File: config.mk
export PLATFORM = sky130hd
export DESIGN_NAME = alu_ctrl_pipe_flat
export DESIGN_NICKNAME = d
export VERILOG_FILES = /design/src/rtl/alu_ctrl_pkg.sv /design/src/rtl/alu_ctrl_pipe_if.sv /design/src/rtl/alu_ctrl_decode.sv /design/src/rtl/alu_ctrl_pipe.sv /design/src/flat_wrapper.sv
export SDC_FILE = /design/constraint.sdc
export NUM_CORES = 1
export LEC_CHECK = 0
export CORE_AREA = 2 2 39 41
export CTS_BUF_LIST = sky130_fd_sc_hd__clkbuf_4 sky130_fd_sc_hd__clkbuf_8
export DETAILED_ROUTE_END_ITERATION = 10
export DIE_AREA = 0 0 41 43
export GPL_TIMING_DRIVEN = 0
export PLACE_DENSITY = 0.77
export SYNTH_ARGS = -nofsm -noshare
export SYNTH_HDL_FRONTEND = slang
export SYNTH_HIERARCHICAL = 1
export SYNTH_SLANG_ARGS = --single-unit
File: constraint.sdc
create_clock -name clk -period 2.05 [get_ports clk]
set_clock_uncertainty 0.1 [all_clocks]
set_input_delay 0.3075 -clock clk [delete_from_list [all_inputs] [get_ports clk]]
set_output_delay 0.3075 -clock clk [all_outputs]
set_load 0.1 [all_outputs]
File: src/rtl/alu_ctrl_pkg.sv
// alu_ctrl_pkg: shared ALU control codes, alu_op classes and pipe state encoding
package alu_ctrl_pkg;
  localparam logic [2:0] ALU_ADD = 3'd0;
  localparam logic [2:0] ALU_SUB = 3'd1;
  localparam logic [2:0] ALU_C2 = 3'd2;
  localparam logic [2:0] ALU_C3 = 3'd3;
  localparam logic [2:0] ALU_C4 = 3'd4;
  localparam logic [2:0] ALU_C5 = 3'd5;
  localparam logic [2:0] ALU_C6 = 3'd6;
  localparam logic [2:0] ALU_C7 = 3'd7;
  localparam logic [1:0] ALUOP_RTYPE = 2'b00;
  localparam logic [1:0] ALUOP_SUB = 2'b01;
  localparam logic [1:0] ALUOP_ADD = 2'b10;
  typedef enum logic [1:0] {IDLE, WAIT, VALID} state_t;
endpackage

File: src/rtl/alu_ctrl_pipe_if.sv
// alu_ctrl_pipe_if: decode-side and ALU-side handshakes of the ALU control stage
// master = upstream/ALU side driving in_valid, alu_op, opcode, out_ready
// slave  = the stage driving in_ready, out_valid, alu_cnt, illegal, busy
// ALU_CTRL_STATS_EN adds op_count/illegal_count
interface alu_ctrl_pipe_if #(
  parameter int ALUOP_W = 2,
  parameter int OP_W = 4,
  parameter int CNT_W = 3
) ();
  logic in_valid;
  logic in_ready;
  logic [ALUOP_W-1:0] alu_op;
  logic [OP_W-1:0] opcode;
  logic out_valid;
  logic out_ready;
  logic [CNT_W-1:0] alu_cnt;
  logic illegal;
  logic busy;
`ifdef ALU_CTRL_STATS_EN
  logic [15:0] op_count;
  logic [15:0] illegal_count;
  modport master (output in_valid, alu_op, opcode, out_ready,
                  input in_ready, out_valid, alu_cnt, illegal, busy, op_count, illegal_count);
  modport slave (input in_valid, alu_op, opcode, out_ready,
                 output in_ready, out_valid, alu_cnt, illegal, busy, op_count, illegal_count);
`else
  modport master (output in_valid, alu_op, opcode, out_ready,
                  input in_ready, out_valid, alu_cnt, illegal, busy);
  modport slave (input in_valid, alu_op, opcode, out_ready,
                 output in_ready, out_valid, alu_cnt, illegal, busy);
`endif
endinterface

File: src/rtl/alu_ctrl_decode.sv
// alu_ctrl_decode: combinational {alu_op, opcode} -> {ALU code, illegal, multi-cycle}
// ports: alu_op_i, opcode_i in; code_o, illegal_o, multi_o out
module alu_ctrl_decode
  import alu_ctrl_pkg::*;
#(
  parameter int ALUOP_W = 2,
  parameter int OP_W = 4,
  parameter int CNT_W = 3,
  parameter int OP_BASE = 2,
  parameter logic [2**CNT_W-1:0] MC_MASK = 8'b1000_0000
) (
  input  logic [ALUOP_W-1:0] alu_op_i,
  input  logic [OP_W-1:0]    opcode_i,
  output logic [CNT_W-1:0]   code_o,
  output logic               illegal_o,
  output logic               multi_o
);
  logic is_add, is_sub, r_ok;
  always_comb begin
    is_add = alu_op_i == ALUOP_W'(ALUOP_ADD);
    is_sub = alu_op_i == ALUOP_W'(ALUOP_SUB);
    // range checked in int so OP_BASE + 2**CNT_W - 1 may exceed the opcode width
    r_ok = alu_op_i == ALUOP_W'(ALUOP_RTYPE) && int'(opcode_i) >= OP_BASE
           && int'(opcode_i) <= OP_BASE + 2**CNT_W - 1;
    code_o = is_add ? CNT_W'(ALU_ADD) : is_sub ? CNT_W'(ALU_SUB)
           : r_ok ? CNT_W'(opcode_i - OP_W'(OP_BASE)) : '0;
    illegal_o = !(is_add || is_sub || r_ok);
    multi_o = !illegal_o && MC_MASK[code_o];
  end
endmodule

File: src/rtl/alu_ctrl_pipe.sv
// alu_ctrl_pipe: registered, handshaked ALU control stage holding multi-cycle ops
// ports: clk, rst (async, active-high), bus (alu_ctrl_pipe_if.slave)
// ALU_CTRL_STATS_EN adds saturating op_count/illegal_count on the bus
module alu_ctrl_pipe
  import alu_ctrl_pkg::*;
#(
  parameter int ALUOP_W = 2,
  parameter int OP_W = 4,
  parameter int CNT_W = 3,
  parameter int OP_BASE = 2,
  parameter logic [2**CNT_W-1:0] MC_MASK = 8'b1000_0000,
  parameter int MC_LAT = 4
) (
  input logic clk,
  input logic rst,
  alu_ctrl_pipe_if.slave bus
);
  localparam int LW = $clog2(MC_LAT);
  state_t state_q;
  logic [LW-1:0] cnt_q;
  logic [CNT_W-1:0] alu_cnt_q, dec_code;
  logic out_valid_q, illegal_q, busy_q, dec_ill, dec_multi, accept;
  alu_ctrl_decode #(
    .ALUOP_W(ALUOP_W), .OP_W(OP_W), .CNT_W(CNT_W), .OP_BASE(OP_BASE), .MC_MASK(MC_MASK)
  ) u_dec (
    .alu_op_i(bus.alu_op), .opcode_i(bus.opcode),
    .code_o(dec_code), .illegal_o(dec_ill), .multi_o(dec_multi)
  );
  assign bus.in_ready = !rst && (state_q == IDLE || (state_q == VALID && bus.out_ready));
  assign accept = bus.in_valid && bus.in_ready;
  assign bus.out_valid = out_valid_q;
  assign bus.alu_cnt = alu_cnt_q;
  assign bus.illegal = illegal_q;
  assign bus.busy = busy_q;
  always_ff @(posedge clk or posedge rst) begin
    if (rst) begin
      state_q <= IDLE;
      cnt_q <= '0;
      out_valid_q <= 1'b0;
      alu_cnt_q <= '0;
      illegal_q <= 1'b0;
      busy_q <= 1'b0;
    end else if (accept) begin
      alu_cnt_q <= dec_code;
      illegal_q <= dec_ill;
      state_q <= dec_multi ? WAIT : VALID;
      out_valid_q <= !dec_multi;
      busy_q <= dec_multi;
      cnt_q <= dec_multi ? LW'(MC_LAT - 1) : '0;
    end else if (state_q == WAIT) begin
      // counter loaded with MC_LAT-1, so VALID lands MC_LAT edges after accept
      state_q <= cnt_q == '0 ? VALID : WAIT;
      out_valid_q <= cnt_q == '0;
      busy_q <= cnt_q != '0;
      cnt_q <= cnt_q == '0 ? '0 : cnt_q - 1'b1;
    end else if (state_q == VALID && bus.out_ready) begin
      state_q <= IDLE;
      out_valid_q <= 1'b0;
    end
  end
`ifdef ALU_CTRL_STATS_EN
  logic [15:0] op_count_q, illegal_count_q;
  logic hs;
  assign hs = out_valid_q && bus.out_ready;
  assign bus.op_count = op_count_q;
  assign bus.illegal_count = illegal_count_q;
  always_ff @(posedge clk or posedge rst) begin
    if (rst) begin
      op_count_q <= '0;
      illegal_count_q <= '0;
    end else begin
      op_count_q <= hs && op_count_q != 16'hFFFF ? op_count_q + 16'd1 : op_count_q;
      illegal_count_q <= hs && illegal_q && illegal_count_q != 16'hFFFF ? illegal_count_q + 16'd1 : illegal_count_q;
    end
  end
`endif
endmodule

File: src/flat_wrapper.sv
// flat-port wrapper written by rule: the top's interface ports become plain ports
module alu_ctrl_pipe_flat import alu_ctrl_pkg::*;
#(
  parameter int ALUOP_W = 2,
  parameter int OP_W = 4,
  parameter int CNT_W = 3,
  parameter int OP_BASE = 2,
  parameter logic [2**CNT_W-1:0] MC_MASK = 8'b1000_0000,
  parameter int MC_LAT = 4
)
  (clk, rst, bus_in_valid, bus_alu_op, bus_opcode, bus_out_ready, bus_in_ready, bus_out_valid, bus_alu_cnt, bus_illegal, bus_busy);
  alu_ctrl_pipe_if #(.ALUOP_W(ALUOP_W), .OP_W(OP_W), .CNT_W(CNT_W)) bus_i ();
  input logic clk;
  input logic rst;
  input wire logic [$bits(bus_i.in_valid)-1:0] bus_in_valid;
  input wire logic [$bits(bus_i.alu_op)-1:0] bus_alu_op;
  input wire logic [$bits(bus_i.opcode)-1:0] bus_opcode;
  input wire logic [$bits(bus_i.out_ready)-1:0] bus_out_ready;
  output wire logic [$bits(bus_i.in_ready)-1:0] bus_in_ready;
  output wire logic [$bits(bus_i.out_valid)-1:0] bus_out_valid;
  output wire logic [$bits(bus_i.alu_cnt)-1:0] bus_alu_cnt;
  output wire logic [$bits(bus_i.illegal)-1:0] bus_illegal;
  output wire logic [$bits(bus_i.busy)-1:0] bus_busy;
  assign bus_i.in_valid = bus_in_valid;
  assign bus_i.alu_op = bus_alu_op;
  assign bus_i.opcode = bus_opcode;
  assign bus_i.out_ready = bus_out_ready;
  assign bus_in_ready = bus_i.in_ready;
  assign bus_out_valid = bus_i.out_valid;
  assign bus_alu_cnt = bus_i.alu_cnt;
  assign bus_illegal = bus_i.illegal;
  assign bus_busy = bus_i.busy;
  alu_ctrl_pipe #(.ALUOP_W(ALUOP_W), .OP_W(OP_W), .CNT_W(CNT_W), .OP_BASE(OP_BASE), .MC_MASK(MC_MASK), .MC_LAT(MC_LAT)) u_core (.clk(clk), .rst(rst), .bus(bus_i));
endmodule
==> impl.org, run 1 <==
** Timing
- Final Hold Vio Count :: 0
- Once routing completed, OpenROAD measured the worst setup slack at slightly below 0.05 ns.
- Slew at the pin with the worst max-slew slack :: 0.964 ns
- Total negative slack :: 0 ns
- Final setup violating endpoints :: 0
- For this run, the top clock speed supported by timing is 500 MHz.
- The max-slew violation count came to 0.
- Setup repair after global routing left no endpoint under its margin.
- Counting I/O delays and the setup requirement, the final critical path takes 2.00 ns.
- Normalized max-slew margin :: 36.0%
- The final critical path takes up a little over nine tenths of the cycle.

** Synthesis
- Yosys printed 6 warnings.
- Number of enable flip-flop cells after synthesis :: 0
- Gate Count Post-Synth :: 59
- In this run the biggest area consumer among cell types represents a little under two fifths of the synthesized area.
- Netlist area before placement :: 607 um^2
- Biggest area contributors in the synthesized netlist :: dfrtp_1 37%, mux2_1 7.4%, ha_1 6.2%, nand2b_1 4.1%, inv_1 3.1%
- Flip-flop and latch count after synthesis :: 9
- In the synthesized netlist the async set-or-reset flop fraction comes to 100%.
- Seq/Total Area, Yosys :: 37.1%
- Averaged over all synthesized cells, the footprint is a little over 10 um^2.
- In this run, distinct cell masters in the synthesized netlist total 35.
- The number of nets handed over by synthesis was 72.
- Prevailing post-synth register cell :: dfrtp_1
- Summed over all instances, the cell type with the most area after synthesis is dfrtp_1.

** Clocking
- Clk_lat worst skew :: 0.26 ns
- Clock transition at the register clock pins on the worst setup and hold paths after CTS :: 0.06 ns
- Clock root buffer :: clkbuf_4
- Max clock buf depth :: 2
- Counting the buffers created by CTS gives 3.
- In this run the number of H-tree levels came out at 1.
- TritonCTS built the clock tree.
- The tree built by TritonCTS fans out to 9 sinks.
- Post-CTS setup buffer count :: 0
- For this design, the CTS-stage hold fixing added 0 buffers.

** Worst setup path
- Crit path cell chain :: dlygate4sd2_1
- Type of destination of the critical path :: output port
- Max stage delay on crit path :: 0.89 ns
- Start-to-end type of the worst setup path :: register to output port
- Critical-path top delay cell :: dlygate4sd2_1
- Together, buffers and inverters on the worst path number 1.
- For the worst setup path, the data required time is 1.64 ns.
- The worst setup path is launched from a register.
- Of all nets on the critical path, the largest fanout is 7.
- Worst path top cell family by delay :: buffers and inverters
- At the worst endpoint, the arrival time is 1.59 ns.

** Outcome
- Result of the run :: completed

** Power and ir drop
- Net switching is 45.6% of the power.
- The internal power of the cells totals 367 uW.
- The analysis attributes to cell leakage a power of 0.383 nW.
- Dividing total power by cell area gives a power density of 840 mW/mm^2.
- Per report_power, the sequential group accounts for 32.7% of the total.
- The design draws 676 uW.
- Peak ir drop on the vdd network :: about 0.00053 V
- The analysis attributes to net switching a power of 308 uW.
- Of the total power, combinational logic draws 45.3%.
- The clock network accounts for ~22% of the total power.

** Placement
- At the placement stage, the worst setup path has a slack of -0.591 ns.
- Port Buf Inserts :: 15
- Final weighted congestion in routability-driven placement :: 0.750
- Once detailed placement completed, the half-perimeter wirelength came to 1020 um.

** Finish
- The sequential cells in the finished layout cover a total of between 200 and 250 um^2.
- The post-route netlist has roughly 18% of its cells at a drive strength greater than 1.
- Fillcell total :: between 100 and 150
- Antenna diode instance count :: 0
- The net count of the finished layout is 92.
- In the layout the commonest cells are 9 x dfrtp_1, 8 x clkdlybuf4s50_1, 6 x dlygate4sd2_1, 5 x clkbuf_4, 5 x inv_1.
- Relative to the synthesized area, the layout overhead comes to 32.6%.
- For this run, the share of the core covered by cells in the final layout is about three fifths.
- Multi-input gate area in the final layout :: 354 um^2
- Commonest non-fill, non-tap cell in the layout :: dfrtp_1

** Floorplan
- For this configuration, the core starts out at a cell density of 43.9%.
- The die covers 0.00176 mm^2.
- The floorplan step set the die width to 41 um.
- Placeable core area :: 0.00138 mm^2
- For this design the top-level I/O count stands at 17.
- The floorplan step set the die height to 43 um.
- The floorplan has 14 rows.

** Routing
- In this run, the number of DRC markers left after iteration 0 of detailed routing was 10.
- In this run the remaining antenna-violating nets after routing total 0.
- Number of design rule violations left after detail routing :: 0
- Using the TritonRoute via totals, the vias-per-cell ratio works out to about 5.5.
- Wire length after detailed routing :: 1280 um
- The final route contains around 520 vias.
- The pre-antenna-repair detailed-routing pass consisted of 5 iterations.
- Routed WL per cell :: ~14 um

** Global route
- In the global route stage, overall resource usage came out at between 10% and 20%.
- Wire length of the first global-routing pass :: 2080 um
- The number of global-route vias before repair was 494.
- After global routing the overflow that remains totals 0.
- The initial antenna violation count is 0.
- Maximum number of pins on one net before global-route repair :: 10

** Worst hold path
- The min-delay analysis places its worst path in the category input pin to asynchronous set/reset pin.

** Job
- The tool flagged a number of max-cap violations equal to 0.
-- state kept, by name, indices dropped and copies added (netlist names) --
signal              cells
u_core/bus.busy         1
u_core/state_q          2
u_core/cnt_q            2
u_core/bus.illegal      1
u_core/bus.alu_cnt      3
-- synth_stat cells, types with 2 or more instances --
cell type / count
ha_1: 3
dfrtp_1: 9
mux2_1: 4
nand2_1: 2
nand2b_1: 4
xor2_1: 2
inv_1: 5
or3b_1: 2
and2_1: 2
-- path summary, 6_finish.rpt --
path	to	cells past startpoint	startpoint	slack, ns
max in group asynchronous	u_core/bus.alu_cnt[1]	2	rst	1.32
worst min register to register	u_core/bus.illegal	1	u_core/bus.illegal	0.39
worst max-delay path	bus_out_valid	1	u_core/state_q[1]	0.05
worst max register to register	u_core/bus.alu_cnt[2]	4	u_core/state_q[0]	0.43
worst min-delay path	u_core/bus.busy	2	rst	0.27
min in group clk	u_core/bus.illegal	1	u_core/bus.illegal	0.39
-- kinds of logic (layout without fill, tap and decap cells) --
kind of cell               after synthesis  in the layout  share of synthesized area (%)
AOI/OAI and AO/OA                       12             12                           16.3
xor gates and xnor gates                 2              2                           2.89
adders and majority gates                3              3                           6.19
buffers and inverters                    7             26                           5.77
DFF                                      9              9                           37.1
muxes                                    4              4                           7.42
and+or+nand+nor                         22             22                           24.3
-- power by group through the flow --
stage / combinational [mW] / clock [mW] / sequential [mW]
final: 0.306 / 0.149 / 0.221
after global routing: 0.319 / 0.163 / 0.224
after CTS: 0.305 / 0.155 / 0.220
after detailed placement: 0.321 / 0 / 0.225
after global placement: 0.318 / 0 / 0.223
after floorplan: 0.0887 / 0 / 0.375
-- final cells by class --
| cell class | count | area share, % |
|---|---|---|
| clock buffers | 4 | 3.73 |
| plain buffers | 2 | 2.02 |
| inverters | 5 | 2.33 |
| well taps | 16 | 2.49 |
| flip-flops and latches | 9 | 28.0 |
| multi-input cells | 43 | 44.0 |
| repair buffers | 15 | 17.4 |
-- metal layers --
metal	global-route usage, %	vias to the layer above	wire length (um)
met1	21.9	244	543
met3	4.71	4	52
li1	-	251	-
met4	8.67	0	18
met5	0	-	0
met2	25.9	16	663
-- stage by stage --
step | area [um^2] | instances | hold WS [ns]
finish | 805 | 94 | 0.273
CTS | 796 | 94 | 0.271
global placement | 778 | 90 | 0.367
global route | 805 | 94 | 0.324
floorplan | 608 | 59 | 0.0354
detailed placement | 778 | 90 | 0.389
-- what timing repair did --
action / 4_1_cts / 5_1_grt
hold endpoints to repair: 0 / 0
gates resized for setup: 11 / 2
setup endpoints to repair: 7 / 2
pin swaps: 0 / 0
Power figures use the tool's default switching activity.
==> inputs of run 2 (changes only) <==
CELL_PAD_IN_SITES_DETAIL_PLACEMENT = 0   (was not set)
CELL_PAD_IN_SITES_GLOBAL_PLACEMENT = 1   (was not set)
CORE_AREA = not set   (was 2 2 39 41)
CORE_ASPECT_RATIO = 1.25   (was not set)
CORE_UTILIZATION = 36   (was not set)
DIE_AREA = not set   (was 0 0 41 43)
PLACE_DENSITY = not set   (was 0.77)
PLACE_DENSITY_LB_ADDON = 0.1   (was not set)
==> run 2 against run 1 <==
Total power shrank 2.0%. Worst hold slack lost 0.015 ns. Final area shrank 0.16%.
==> impl.org, run 2 (synthesis gave the netlist of run 1 again) <==
** Placement
- Port Buf Inserts :: 15 (unchanged)
- The placed wire-length estimate after detailed placement was 955 um (-5.9%).
- The final weighted congestion in routability-driven placement was 0.639 (-15%).
- Placed cell areas :: 781 um^2 (+0.32%)

** Finish
- The number of flip-flops in the largest register is 3 (unchanged).
- Layout overhead on the synthesized area :: 32.4%
- Total Nets Final :: 92 (unchanged)
- The proportion of layout cells with a drive suffix above 1 came to 17.9% (unchanged).
- The final instance area is 803 um^2 (-0.16%).
- Highest-count cells in the layout ignoring fill and taps :: 9 x dfrtp_1, 8 x clkdlybuf4s50_1, 5 x dlygate4sd2_1, 5 x inv_1
- Leaving out fill and tap cells, the most frequent cell in the layout is dfrtp_1.
- The number of inserted filler cells in the final layout came to 162 (+36%).
- The number of diodes added for antenna fixing is 0 (unchanged).

** Clocking
- CTS buffer count :: 3 (unchanged)
- The clock transition at the register clock pins on the worst setup and hold paths after CTS is 0.07 ns (about the same).
- Clock sink count :: 9 (unchanged)
- The maximum level of the CTS H-tree was 1 (unchanged).
- The largest buffer count on any clock path was 2 (unchanged).
- TritonCTS clock tree :: built
- The clock latency of the later-clocked register in the worst-skew pair was 0.27 ns (about the same).
- The number of buffers added for setup after CTS is 0 (unchanged).
- Clock root buffer :: clkbuf_4

** Worst setup path
- The slowest stage of the critical path belongs to the cell clkdlybuf4s15_1.
- Grouping stages by cell kind, the critical path spends the most delay in buffers and inverters.
- The worst endpoint data arrival time came to 1.55 ns (-0.04 ns).
- Bufs and invs on worst path :: 1 (unchanged)
- The worst setup path is launched from a register.
- Crit path cell chain :: clkdlybuf4s15_1
- Endpoint required time on the critical path :: 1.64 ns (about the same)
- Slack of the worst reg-to-reg path :: 0.48 ns (+0.05 ns)
- Max stage delay on crit path :: 0.85 ns (-0.04 ns)
- Start-to-end type of the worst setup path :: register to output port
- Type of destination of the critical path :: output port
- Max FO, Critical Path :: 7 (unchanged)

** Timing
- The setup-violating endpoint count in the final report came to 0 (unchanged).
- Normalized max-slew margin :: 36.8% (+0.81 points)
- F_max :: 512 MHz (+2.4%)
- The final critical path time including I/O delays and setup is 1.95 ns (-0.0465 ns).
- The number of hold violations in the final report is 0 (unchanged).
- The final critical-path share of the clock period was 95.3% (-2.3 points).
- RSZ-0062 raised after global routing :: false
- The transition at the pin with the smallest max-transition slack came to 0.952 ns (-0.0122 ns).
- Final slew viol count :: 0 (unchanged)

** Floorplan
- Number of top-level pins :: 17 (unchanged)
- Initial core utilization :: 38.4% (-5.5 points)
- Placeable core area :: 0.00158 mm^2 (+14%)
- The overall die height was 47.9 um (+11%).
- The overall die area is 0.00185 mm^2 (+5.2%).
- Die width :: 38.7 um (-5.6%)
- The placement row count came to 16 (+2).

** Power and ir drop
- Fraction of power spent switching nets :: 47.0% (+1.4 points)
- The power density of the placed cells is 825 mW/mm^2 (-1.8%).
- Power dissipated by switching net loads :: 312 uW (+1.1%)
- Clock power share :: 21.2% (-0.8 points)
- The sequential group share of total power came to 33.0% (+0.3 points).
- The internal power came to 351 uW (-4.5%).
- PnR Total Power :: 662 uW (-2.0%)
- The maximum resistive drop on vdd is 0.000524 V (-0.22%).
- Share of power burned in combinational logic :: 45.8% (+0.5 points)
- LEAKAGE :: 0.381 nW (-0.65%)

** Job
- MaxCap Viol Count :: 0 (unchanged)

** Routing
- The number of nets with antenna violations after detailed routing came to 0 (unchanged).
- The post-detailed-routing wire length came to 1140 um (-11%).
- Via count normalized by instance count :: 5.31 (-3.0%)
- Number of DRC violations after detailed-routing iteration 0 :: 6 (-4)
- The detailed-routing iteration count for the pre-antenna-repair pass came to 2 (-3).
- Number of design rule violations left after detail routing :: 0 (unchanged)
- Vias :: 510 (-0.97%)
- The per-cell routed wire length was 11.8 um (-13%).

** Global route
- The overall routing resource usage came to 15.3% (-2.0 points).
- The wire length of the first global-routing pass was 1880 um (-9.3%).
- Maximum number of pins on one net before global-route repair :: 10 (unchanged)
- Number of global-route vias before repair :: 464 (-6.1%)
- Antenna violations before repair :: 0 (unchanged)
- Global-route congestion overflow total :: 0 (unchanged)

** Worst hold path
- Hold/Removal Path Class :: input pin to asynchronous set/reset pin

** Outcome
- Result of the run :: completed
==> run 2: path summary, 6_finish.rpt <==
| path | to | startpoint | cells after the start |
|---|---|---|---|
| worst max-delay path | bus_out_valid | u_core/state_q[1] | 1 |
| worst min-delay path | u_core/bus.alu_cnt[1] | rst | 2 |
| worst max register to register | u_core/bus.alu_cnt[1] | u_core/state_q[0] | 4 |
| worst min register to register | u_core/bus.alu_cnt[0] | u_core/bus.alu_cnt[0] | 1 |
| max in group asynchronous | u_core/cnt_q[1] | rst | 2 |
| min in group clk | u_core/bus.alu_cnt[0] | u_core/bus.alu_cnt[0] | 1 |
==> run 2: worst reg2reg max path: cells and delay by family (launching register included) <==
family | cells | cell delay (ns)
AND/OR/NAND/NOR | 2 | 0.40
flip-flops | 1 | 0.44
buffers and inverters | 1 | 0.18
multiplexers | 1 | 0.33
==> run 2: area by class of cell <==
cell class                 count  area, um^2  share of cell area (%)
clock buffer                   3        22.5                    2.80
timing repair buffer          15         139                    17.3
clock inverter                 1        5.00                   0.623
sequential                     9         225                    28.0
inverter                       5        18.8                    2.34
multi-input combinational     43         354                    44.1
buffer                         2        16.3                    2.02
tap                           18        22.5                    2.80
==> run 2: per-layer routing <==
layer | track usage [%] | routed length [um]
met1 | 14.5 | 450
met2 | 27.3 | 648
met3 | 6.98 | 38
met4 | 8.28 | 0
met5 | 0 | 0
==> run 2: power by group through the flow <==
stage	clock network, mW	registers, mW	logic [mW]
2_1_floorplan	0	0.375	0.0887
3_3_place_gp	0	0.222	0.319
3_5_place_dp	0	0.224	0.320
4_1_cts	0.145	0.220	0.305
5_1_grt	0.163	0.223	0.316
6_report	0.140	0.219	0.303
==> run 2: through the flow <==
step | hold WS, ns | setup WS (ns) | setup TNS, ns | util [%] | instances
after global placement | 0.369 | -0.589 | -0.876 | 49.4 | 92
after global routing | 0.274 | 0.0146 | 0 | 50.8 | 96
after floorplan | 0.0354 | 0.00522 | 0 | - | 59
after CTS | 0.268 | 0.000923 | 0 | 50.6 | 96
after detailed placement | 0.379 | -0.589 | -0.951 | 49.4 | 92
final | 0.258 | 0.0954 | 0 | 50.8 | 96
==> run 2: timing repair <==
item                                    CTS  global route
gates resized for setup                  10             3
endpoints found under the setup margin    7             3
pin swaps                                 0             0
endpoints found under the hold margin     0             0
hold buffers                              0             0
==> inputs of run 3 (changes only) <==
GPL_TIMING_DRIVEN = not set   (was 0)
MAX_ROUTING_LAYER = met4   (was not set)
==> run 3 against run 2 <==
Clock power decreased by 6%. Via count is 0.59% higher. Critical path type is now input pin to register. Clock-buffer cell count did not move. Highest routed layer is now met4. Sequential power is essentially flat. Non-clock buffer count up 2. Die area unchanged. Combinational power is 6.6% higher. Flip-flop and latch count stayed put. Total power rose by 1.9%. Critical endpoint is now u_core/cnt_q[0].
==> impl.org, run 3 (synthesis gave the netlist of run 1 again) <==
** Power and ir drop
- Share of power burned in combinational logic :: 47.9% (+2.1 points)
- The maximum resistive drop on vdd is 0.000529 V (+1.0%).
- Fraction of power spent switching nets :: 45.6% (-1.5 points)
- The sequential group share of total power came to 32.6% (-0.4 points).
- The power density of the placed cells was 824 mW/mm^2 (about the same).
- The clock network fraction of total power came to 19.5% (-1.7 points).
- Power dissipated by switching net loads :: 308 uW (-1.3%)
- The leakage power of the design came to 0.383 nW (+0.75%).
- Internal Pwr Total :: 368 uW (+4.8%)

** Routing
- Antenna violation net count after detailed routing :: 0 (unchanged)
- Number of DRC violations after detailed-routing iteration 0 :: 3 (-3)
- Routed WL per cell :: 11.4 um (-3.3%)
- The vias per cell was 5.23 (-1.5%).
- The post-detailed-routing wire length was 1120 um (-1.3%).
- The total number of vias was 513 (+0.59%).
- First-pass DRT Iterations :: 4 (+2)
- The detailed-route DRC error count was 0 (unchanged).

** Timing
- Normalized max-slew margin :: 77.6% (+41 points)
- Setup repair after global routing left no endpoint under its margin.
- The minimum hold slack came to 0.267 ns (+0.00908 ns).
- The final critical path time including I/O delays and setup came to 1.84 ns (-0.118 ns).
- Fin crit share :: 89.6% (-5.7 points)
- The transition at the pin with the smallest max-transition slack is 0.336 ns (-0.616 ns).
- Worst Setup Slack, final :: 0.213 ns (+0.118 ns)
- The highest clock frequency the design can meet came to 544 MHz (+6.4%).
- Final setup violating endpoints :: 0 (unchanged)
- Final Hold Vio Count :: 0 (unchanged)
- The max-slew violation count came to 0 (unchanged).

** Worst setup path
- Type of destination of the critical path :: register
- In this run the worst setup path terminates at u_core/cnt_q[0].
- The critical path starts at bus_alu_op[1].
- The data required time at the worst endpoint was 2.12 ns (+0.48 ns).
- The worst endpoint data arrival time is 1.91 ns (+0.36 ns).
- Traced cell by cell, the critical path runs through clkdlybuf4s50_1 > inv_1 > ha_1 > nor4b_1 > and4b_2 > nand4_1 > o21ai_0.
- Start-to-end type of the worst setup path :: input pin to register
- Count of cell instances traversed by the critical path :: 7 (+6)
- Worst path top cell family by delay :: simple AND/OR/NAND/NOR gates
- Critical-path top delay cell :: clkdlybuf4s50_1
- The worst register-to-register path ends at u_core/bus.alu_cnt[1].
- The reg2reg setup slack came to 0.53 ns (+0.05 ns).
- The delay contributed by the slowest stage of the critical path is 0.48 ns (-0.37 ns).
- Kind of start point of the critical path :: input pin
- Bufs and invs on worst path :: 2 (+1)
- Worst r2r src :: u_core/state_q[0]
- Max FO, Critical Path :: 4 (-3)
- R2R cell count :: 3 (-1)

** Global route
- The overall routing resource usage was 15.1% (-0.23 points).
- Maximum number of pins on one net before global-route repair :: 10 (unchanged)
- The number of global-route vias before repair is 485 (+4.5%).
- Global-route congestion overflow total :: 0 (unchanged)
- Antenna violations before repair :: 0 (unchanged)
- The wire length of the first global-routing pass was 1810 um (-4.0%).

** Clocking
- Resized Gates After CTS :: 0 (-10)
- The clock sink count came to 9 (unchanged).
- Clock transition at the register clock pins on the worst setup and hold paths after CTS :: 0.06 ns (about the same)
- The number of buffers added for setup after CTS came to 0 (unchanged).
- The largest buffer count on any clock path is 2 (unchanged).
- The CTS buffer count was 3 (unchanged).
- Clock root buffer :: clkbuf_4
- TritonCTS clock tree :: built
- Htree depth :: 1 (unchanged)
- Clk_lat worst skew :: 0.25 ns (-0.02 ns)
- The hold buffer count at cts is 0 (unchanged).

** Finish
- Layout overhead on the synthesized area :: 35.1%
- Antenna diode instance count :: 0 (unchanged)
- The number of inserted filler cells in the final layout came to 156 (-3.7%).
- Max reg flops :: 3 (unchanged)
- The layout net count was 94 (+2.2%).
- The proportion of layout cells with a drive suffix above 1 was 25.0% (+7.1 points).
- Leaving out fill and tap cells, the most frequent cells in the layout are 9 x clkdlybuf4s50_1, 9 x buf_4, 9 x dfrtp_1, 5 x inv_1.

** Floorplan
- Number of cell rows :: 16 (unchanged)
- Placeable core area :: 0.00158 mm^2 (unchanged)
- Die width :: 38.7 um (unchanged)
- Initial core utilization :: 38.4% (unchanged)
- Die Span Y :: 47.9 um (unchanged)
- Number of top-level pins :: 17 (unchanged)
- The overall die area is 0.00185 mm^2 (unchanged).

** Placement
- The placed wire-length estimate after detailed placement came to 965 um (+1.0%).
- The pre-CTS setup slack was -0.0558 ns (+0.534 ns).
- The number of buffer cells added on primary ports came to 16 (+1).
- Final weighted congestion in routability-driven placement :: 0.690 (+8.0%)

** Job
- The count of max-cap constraint violations is 0 (unchanged).

** Worst hold path
- The worst hold path belongs to the class input pin to asynchronous set/reset pin.

** Outcome
- Result of the run :: completed
## run 3: area by class of cell
class / instances / area [um^2] / area share [%]
Multi-Input combinational cell: 43 / 348 / 42.4
Sequential cell: 9 / 225 / 27.5
Timing Repair Buffer: 19 / 178 / 21.7
Clock buffer: 3 / 22.5 / 2.75
Tap cell: 18 / 22.5 / 2.75
Inverter: 5 / 18.8 / 2.29
Clock inverter: 1 / 5.00 / 0.611
## run 3: routing by layer
metal	part of all wire, %	wire (um)	up-vias	GRT usage, %
li1	-	-	255	-
met1	39	442	246	14.2
met2	56	625	10	25.7
met3	3.6	40	2	6.05
met4	1.2	13	0	8.97
met5	0	0	-	-
## run 3: metrics by stage
stage	instance area (um^2)	total power [mW]	utilization [%]	instances	TNS, ns
global placement	792	0.549	50.1	94	-0.0427
finish	820	0.675	51.8	98	0
floorplan	608	0.463	-	59	0
global route	820	0.713	51.8	98	0
CTS	820	0.684	51.8	98	0
detailed placement	792	0.550	50.1	94	-0.117
## run 3: power by group through the flow
stage | Sequential (mW) | Clock [mW] | Combinational, mW
after global routing | 0.224 | 0.153 | 0.337
after detailed placement | 0.224 | 0 | 0.326
after floorplan | 0.375 | 0 | 0.0887
final | 0.220 | 0.131 | 0.323
after global placement | 0.223 | 0 | 0.326
after CTS | 0.221 | 0.137 | 0.326
## run 3: worst min-delay path by stage
stage	from	end	slack, ns
floorplan	rst	u_core/bus.alu_cnt[0]	0.04
global placement	u_core/bus.alu_cnt[0]	u_core/bus.alu_cnt[0]	0.37
detailed placement	u_core/bus.illegal	u_core/bus.illegal	0.38
CTS	rst	u_core/cnt_q[1]	0.27
global route	rst	u_core/bus.alu_cnt[1]	0.30
finish	rst	u_core/cnt_q[1]	0.27
